## src/rtl/fifo_rd_ptr_ctrl.sv

```systemverilog
// fifo_rd_ptr_ctrl
//
// Read-side pointer controller for a dual-clock FIFO. It brings the Gray-coded
// write pointer into the read clock domain through a plain flop synchronizer
// and converts it back to binary. It keeps the read pointer in binary and Gray
// form, and produces the memory read strobe and address, the empty flag, the
// occupancy level and an underflow pulse.
//
// Ports
//   clk            read-domain clock, rising edge
//   rst_n          asynchronous active-low reset (release synchronized upstream)
//   wr_ptr_gray_i  Gray write pointer from the write domain (asynchronous)
//   rd_req         consumer asks for one word this cycle
//   rd_en          memory read strobe, rd_req && !empty (combinational)
//   rd_addr        registered memory read address (low bits of read pointer)
//   rd_ptr_gray    registered Gray read pointer, sent to the write domain
//   empty          registered, high when no word is readable
//   rd_level       registered word count, 0 .. 2**ADDR_WIDTH
//   underflow      registered one-cycle pulse for a rejected read request
module fifo_rd_ptr_ctrl #(
    parameter int ADDR_WIDTH  = 4,
    parameter int SYNC_STAGES = 2
) (
    input  logic                  clk,
    input  logic                  rst_n,
    input  logic [ADDR_WIDTH:0]   wr_ptr_gray_i,
    input  logic                  rd_req,
    output logic                  rd_en,
    output logic [ADDR_WIDTH-1:0] rd_addr,
    output logic [ADDR_WIDTH:0]   rd_ptr_gray,
    output logic                  empty,
    output logic [ADDR_WIDTH:0]   rd_level,
    output logic                  underflow
);

    // Pointer width: one extra wrap bit distinguishes full from empty.
    localparam int PW = ADDR_WIDTH + 1;

    if (SYNC_STAGES < 2) begin : g_bad_sync_stages
        $error("fifo_rd_ptr_ctrl: SYNC_STAGES must be at least 2");
    end

    function automatic logic [PW-1:0] bin2gray(input logic [PW-1:0] b);
        return b ^ (b >> 1);
    endfunction

    function automatic logic [PW-1:0] gray2bin(input logic [PW-1:0] g);
        logic [PW-1:0] b;
        b = g;
        for (int i = PW - 2; i >= 0; i--) begin
            b[i] = b[i+1] ^ g[i];
        end
        return b;
    endfunction

    // Synchronizer chain, stage 0 first; pure shift, nothing between stages.
    logic [SYNC_STAGES-1:0][PW-1:0] wr_sync_q;
    logic [SYNC_STAGES-1:0][PW-1:0] wr_sync_d;

    logic [PW-1:0] wr_gray_s;
    logic [PW-1:0] wr_bin_s;

    logic [PW-1:0] rd_ptr_bin_q, rd_ptr_bin_d;
    logic [PW-1:0] rd_ptr_gray_q, rd_ptr_gray_d;
    logic          empty_q, empty_d;
    logic [PW-1:0] rd_level_q, rd_level_d;
    logic          underflow_q, underflow_d;

    always_comb begin
        wr_sync_d = {wr_sync_q[SYNC_STAGES-2:0], wr_ptr_gray_i};
    end

    assign wr_gray_s = wr_sync_q[SYNC_STAGES-1];
    assign wr_bin_s  = gray2bin(wr_gray_s);

    // A read is only granted while the registered flag says data is present.
    assign rd_en = rd_req && !empty_q;

    always_comb begin
        rd_ptr_bin_d  = rd_ptr_bin_q + {{ADDR_WIDTH{1'b0}}, rd_en};
        rd_ptr_gray_d = bin2gray(rd_ptr_bin_d);
        // Comparing the post-read pointer lets empty rise on the very edge
        // that consumes the last word, so no extra read can get through.
        empty_d       = (rd_ptr_gray_d == wr_gray_s);
        // Modular subtraction stays correct across the pointer wrap.
        rd_level_d    = wr_bin_s - rd_ptr_bin_d;
        underflow_d   = rd_req && empty_q;
    end

    always_ff @(posedge clk or negedge rst_n) begin
        if (!rst_n) begin
            wr_sync_q     <= '0;
            rd_ptr_bin_q  <= '0;
            rd_ptr_gray_q <= '0;
            empty_q       <= 1'b1;
            rd_level_q    <= '0;
            underflow_q   <= 1'b0;
        end else begin
            wr_sync_q     <= wr_sync_d;
            rd_ptr_bin_q  <= rd_ptr_bin_d;
            rd_ptr_gray_q <= rd_ptr_gray_d;
            empty_q       <= empty_d;
            rd_level_q    <= rd_level_d;
            underflow_q   <= underflow_d;
        end
    end

    // rd_ptr_gray crosses into the write domain, so it comes straight off a flop.
    assign rd_addr     = rd_ptr_bin_q[ADDR_WIDTH-1:0];
    assign rd_ptr_gray = rd_ptr_gray_q;
    assign empty       = empty_q;
    assign rd_level    = rd_level_q;
    assign underflow   = underflow_q;

endmodule

```

## config.mk

```make
export PLATFORM = sky130hd
export DESIGN_NAME = fifo_rd_ptr_ctrl
export DESIGN_NICKNAME = d
export VERILOG_FILES = /design/src/rtl/fifo_rd_ptr_ctrl.sv
export SDC_FILE = /design/constraint.sdc
export NUM_CORES = 1
export LEC_CHECK = 0
export CAP_MARGIN = 20
export CORE_MARGIN = 2
export CORE_UTILIZATION = 45
export CTS_BUF_LIST = sky130_fd_sc_hd__clkbuf_4 sky130_fd_sc_hd__clkbuf_8
export DETAILED_ROUTE_END_ITERATION = 16
export PLACE_DENSITY = 0.8
export REMOVE_ABC_BUFFERS = 1
export SLEW_MARGIN = 40
export SYNTH_ARGS = -nofsm -noshare
export SYNTH_HDL_FRONTEND = slang
export SYNTH_SLANG_ARGS = --single-unit
```

## constraint.sdc

```tcl
create_clock -name clk -period 5.8 [get_ports clk]
set_input_delay 0.87 -clock clk [delete_from_list [all_inputs] [get_ports clk]]
set_output_delay 0.87 -clock clk [all_outputs]
set_load 0.01 [all_outputs]
```

==> results of run 1 <==
## logic make-up (layout without fill, tap and decap cells)
logic type / after synthesis / after routing / share of synthesized area [%]
and+or+nand+nor: 10 / 10 / 5.09
DFF: 26 / 26 / 58.9
adders and majority gates: 7 / 7 / 8.36
muxes: 1 / 1 / 0.904
buffers and inverters: 5 / 32 / 1.69
xor gates and xnor gates: 21 / 21 / 19.3
AOI/OAI and AO/OA: 9 / 9 / 5.76
## path summary, 6_finish.rpt
kind	endpoint	slack, ps
min	wr_gray_s[2]	370
min reg2reg	wr_gray_s[2]	370
max in group asynchronous	empty	4920
max	rd_level[4]	2750
min in group asynchronous	wr_sync_d[6]	510
max reg2reg	rd_level[4]	3130
## routing by layer
layer  routed length [microns]  up-vias  GRT usage [%]
li1                          -      313              -
met1                       768      316           20.3
met2                       849       21           25.5
met3                        87        5           3.61
met4                        51        0           11.5
met5                         0        -              0
## cell type report
| type | instances | share of cell area, % |
|---|---|---|
| tap | 28 | 2.48 |
| clock buffer | 4 | 2.57 |
| multi-input combinational | 48 | 31.0 |
| sequential | 26 | 46.2 |
| inverter | 4 | 1.06 |
| timing repair buffer | 24 | 16.7 |
## cells in the mapped netlist (all sizes together), types with 2 or more instances
cell / count
a21oi: 2
xor2: 7
xnor2: 12
dfrtp: 25
nor2: 2
nand3: 2
inv: 4
ha: 5
and2: 2
a21boi: 2
## state kept, by name (all words and copies together), names as in the netlist
name and count:
wr_gray_s 5, wr_sync_d 5, rd_level 5, rd_ptr_bin_q 5
empty 1, underflow 1, rd_ptr_gray 4
## per-stage QoR
stage          area, sq um  hold WS (ps)
6_report              1410           369
5_1_grt               1410           385
4_1_cts               1410           372
3_5_place_dp          1370           340
3_3_place_gp          1380           332
2_1_floorplan         1100           331
## report_power, final
part | switching, mW | internal (mW) | total [mW] | leakage [nW]
clock | 0.0530 | 0.0385 | 0.0914 | 0.0210
combinational | 0.202 | 0.243 | 0.445 | 0.295
sequential | 0.0423 | 0.246 | 0.288 | 0.305
## critical path: stages
cell,delay [ps]
clkdlybuf4s50_1,480
nor2b_1,200
ha_1,280
ha_1,300
xnor2_1,210
ha_1,380
a21oi_1,80
maj3_1,360
xnor2_1,130
==> impl_metrics.env, run 1 <==
export IMPL_cts_tree="yes"
export IMPL_core_sq_mm=0.00228
export IMPL_rsz0062_at_grt="no"
export IMPL_fin_setup_tns_ps=0
export IMPL_multiInputGateArea_sq_um=437
export IMPL_ys_seq_area_share_pct=58.9
export IMPL_holdBufCountCts=0
export IMPL_grt_overflow_total=0
export IMPL_drt_vias_per_instance=4.89
export IMPL_ys_types=26
export IMPL_finalMaxSlewViolations=0
export IMPL_gp_congestion=0.797
export IMPL_cts_resized=0
export IMPL_finalCritPeriodShare_pct=52.7
export IMPL_yosysTopAreaCell="dfrtp_1"
export IMPL_synth_ff_type="dfrtp_1"
export IMPL_clk_path_buf_depth=2
export IMPL_antenna_found_initial=0
export IMPL_finish_utilization_pct=62.0
export IMPL_finalHoldViolations=0
export IMPL_dr_pass1_iters=3
export IMPL_p_leak_nw=0.621
export IMPL_yosysTopAreaCellShare_pct=56.5
export IMPL_yosys_warnings=0
export IMPL_fillers=165
export IMPL_startpoint_type="input pin"
export IMPL_ys_ff_latch=26
export IMPL_async_flop_share_pct=100
export IMPL_setup_viol=0
export IMPL_antenna_cells=0
export IMPL_layout_drive_gt1_share_pct=7.55
export IMPL_synthCells=79
export IMPL_worst_pin_slew_ps=552
export IMPL_drtIter0Drc=1
export IMPL_floorplan_initialDensity_pct=48.7
export IMPL_synthToLayoutAreaGrowth_pct=27.3
export IMPL_total_power_uw=824
export IMPL_portBuffers=24
export IMPL_ir_drop_mv=0.375
export IMPL_max_clock_freq_ghz=0.327
export IMPL_worst_r2r_startpoint="wr_gray_s[4]"
export IMPL_cts_root_buffer_cell="clkbuf_4"
export IMPL_cts_htree_levels=1
export IMPL_ioPinCount=25
export IMPL_hold_start="wr_sync_d[7]"
export IMPL_grt_usage_pct=16.4
export IMPL_drcViolationCount=0
export IMPL_r2r_cells=10
export IMPL_finClkSkew_ps=4.11
export IMPL_grt_max_degree=27
export IMPL_pre_cts_ws_ps=2400
export IMPL_netlist_top_cells_area="dfrtp_1 56%, xnor2_1 9.5%, ha_1 5.6%, xor2_1 5.5%, dfstp_2 2.4%"
export IMPL_dieHeight_microns=53.6
export IMPL_cap_violations=0
export IMPL_post_drt_wl_per_cell_microns=13.1
export IMPL_placed_cells=130
export IMPL_clk_latency_ps=330
export IMPL_rows=17
export IMPL_powerDensity_mw_per_mm2=584
export IMPL_final_cell_mix="25 x dfrtp_1, 23 x clkdlybuf4s50_1, 12 x xnor2_1, 7 x xor2_1, 5 x ha_1"
export IMPL_die_area_sq_mm=0.00287
export IMPL_slew_limit_headroom_pct=63.2
export IMPL_postCtsSetupRepairBufs=0
export IMPL_final_common_cell="dfrtp_1"
export IMPL_critPathLaunch="rd_req"
export IMPL_die_w_microns=53.6
export IMPL_grt_pass1_wl_microns=3150
export IMPL_grt_pass1_vias=704
export IMPL_worst_setup_path_end_kind="register"
export IMPL_path_class="input pin to register"
export IMPL_layoutNonFillerInstCount=134
export IMPL_hp_class="register to register"
export IMPL_critPathMaxFanout=6
export IMPL_clk_pin_slew_ps=130
export IMPL_avgSynthCellArea_sq_um=14.0
export IMPL_synth_area_sq_mm=0.00111
export IMPL_status="complete, no violations"
export IMPL_synth_edff_count=0
export IMPL_ant_nets=0
export IMPL_worstPathArrival_ps=3280
export IMPL_hold_path_depth=0
export IMPL_cp_required_ps=6030
export IMPL_finalNetCount=121
export IMPL_dp_final_hpwl_microns=1290
export IMPL_drt_total_wl_microns=1760
export IMPL_min_period_ps=3050
export IMPL_seq_area_sq_um=652
export IMPL_layout_setup_ws_ps=2750
export IMPL_cts_made_buffers=3
export IMPL_vias=655
export IMPL_numClockSinks=26
Note: power is estimated with default switching activity, not from simulation.
==> run 2, diff against run 1 <==
Settings changed: PLACE_DENSITY 0.8 to 0.83.
Clock period 5.8 ns to 2.5 ns, I/O delays scaled along.
==> run 2 against run 1 <==
- via count rose by 13%
- setup slack got worse by 2700 ps
- utilization rose by 7.0 points
- power rose to 2.6 times the previous value
- flip-flop and latch count did not move
- die area did not move
- first-iteration DRC count rose to 3.0 times the previous value
- sequential share of layout area fell by 4.7 points
- cell count rose by 13%
- clock-buffer cell count did not move
- hold slack got worse by 6.6 ps
- non-clock buffer count rose by 18
- critical path type is now register to register
- largest power group unchanged
==> impl_metrics.env, run 2 (same netlist as run 1, synthesis figures left out) <==
export IMPL_status="complete, no violations"
export IMPL_drtIter0Drc=3
export IMPL_min_period_ps=2450
export IMPL_finClkSkew_ps=8.14
export IMPL_antenna_cells=0
export IMPL_r2r_cells=10
export IMPL_place_area_sq_mm=0.00148
export IMPL_ir_drop_mv=0.823
export IMPL_worst_path_max_delay_cell="dfrtp_1"
export IMPL_die_w_microns=53.6
export IMPL_cp_num_buf_inv=1
export IMPL_rows=17
export IMPL_finalHoldViolations=0
export IMPL_hold_start="wr_sync_d[5]"
export IMPL_clk_pin_slew_ps=140
export IMPL_layout_setup_ws_ps=50.9
export IMPL_hold_ws_ps=363
export IMPL_p_leak_nw=0.720
export IMPL_grt_pass1_wl_microns=3260
export IMPL_ioPinCount=25
export IMPL_cap_violations=0
export IMPL_finalCritPeriodShare_pct=98.0
export IMPL_grt_max_degree=27
export IMPL_path_cells="xnor2_2 -> xnor2_2 -> xor2_1 -> xnor2_1 -> ha_1 -> inv_1 -> fa_1 -> a21oi_2 -> maj3_1 -> xnor2_1"
export IMPL_total_power_mw=2.12
export IMPL_layout_drive_gt1_share_pct=22.6
export IMPL_cts_htree_levels=1
export IMPL_drt_vias_per_instance=4.85
export IMPL_finish_utilization_pct=68.9
export IMPL_path_class="register to register"
export IMPL_worstPathArrival_ps=2710
export IMPL_hold_path_depth=0
export IMPL_worst_setup_path_end_kind="register"
export IMPL_dp_final_hpwl_microns=1500
export IMPL_layoutNonFillerInstCount=152
export IMPL_ant_nets=0
export IMPL_antenna_found_initial=0
export IMPL_critical_path_top_delay_family="XOR/XNOR gates"
export IMPL_final_area_sq_mm=0.00157
export IMPL_worst_pin_slew_ps=390
export IMPL_pre_cts_ws_ps=-86.7
export IMPL_gp_congestion=0.828
export IMPL_slew_limit_headroom_pct=73.8
export IMPL_grt_usage_pct=16.4
export IMPL_cts_tree="yes"
export IMPL_placed_cells=144
export IMPL_cts_root_buffer_cell="clkbuf_4"
export IMPL_floorplan_initialDensity_pct=48.7
export IMPL_max_clock_freq_ghz=0.408
export IMPL_cts_made_buffers=3
export IMPL_clk_latency_ps=320
export IMPL_dr_pass1_iters=4
export IMPL_drcViolationCount=0
export IMPL_finalMaxSlewViolations=0
export IMPL_powerDensity_mw_per_mm2=1350
export IMPL_core_sq_mm=0.00228
export IMPL_critPathMaxFanout=2
export IMPL_numClockSinks=26
export IMPL_die_area_sq_mm=0.00287
export IMPL_vias=737
export IMPL_portBuffers=24
export IMPL_final_cell_mix="25 x dfrtp_1, 24 x clkdlybuf4s50_1, 18 x buf_4, 10 x xnor2_1, 7 x xor2_1"
export IMPL_worst_r2r_startpoint="wr_gray_s[3]"
export IMPL_post_drt_wl_per_cell_microns=13.6
export IMPL_cp_depth=10
export IMPL_clk_path_buf_depth=2
export IMPL_grt_pass1_vias=746
export IMPL_setup_viol=0
export IMPL_startpoint_type="register"
export IMPL_cp_required_ps=2760
export IMPL_dieHeight_microns=53.6
export IMPL_final_common_cell="dfrtp_1"
export IMPL_drt_total_wl_microns=2070
export IMPL_grt_overflow_total=0
export IMPL_critPathLaunch="wr_gray_s[3]"
export IMPL_hp_class="register to register"
export IMPL_cpPeakStageDelay_ps=440
export IMPL_synthToLayoutAreaGrowth_pct=41.7
export IMPL_fin_setup_tns_ps=0
export IMPL_finalNetCount=139
## run 2: cell count changes in the layout (fill, tap and decap cells not counted), sizes merged
cell	before	now
buf	1	18
clkdlybuf4s50	23	24
## run 2: layout make-up
class | instances | area (sq um)
Sequential cell | 26 | 652
Clock buffer | 4 | 36.3
Tap cell | 28 | 35.0
Fill cell | 168 | 707
Multi-Input combinational cell | 48 | 455
Timing Repair Buffer | 42 | 375
Inverter | 4 | 15.0
## run 2: final timing paths
check | endpoint | slack (ps)
worst max-delay path | rd_level[4] | 50
worst min-delay path | wr_gray_s[0] | 360
worst max register to register | rd_level[4] | 50
worst min register to register | wr_gray_s[0] | 360
max in group asynchronous | empty | 1820
min in group asynchronous | rd_level[3] | 390
## run 2: metal layers
layer,track usage (%),part of all wire (%)
met2,27.8,51
met4,9.40,3.7
met3,3.33,5.2
met5,0,0
met1,19.4,41
## run 2: power breakdown
part	internal (mW)	switching, mW	total (mW)
clock	0.0892	0.121	0.210
combinational	0.713	0.533	1.25
sequential	0.570	0.0983	0.668
total	1.37	0.752	2.12
## run 2: repair_timing
action / 4_1_cts / 5_1_grt
pin swaps: 0 / 2
endpoints found under the setup margin: 1 / 1
resized for setup: 1 / 2
hold buffers: 0 / 0
buffers inserted: 0 / 4
cloned: 0 / 0
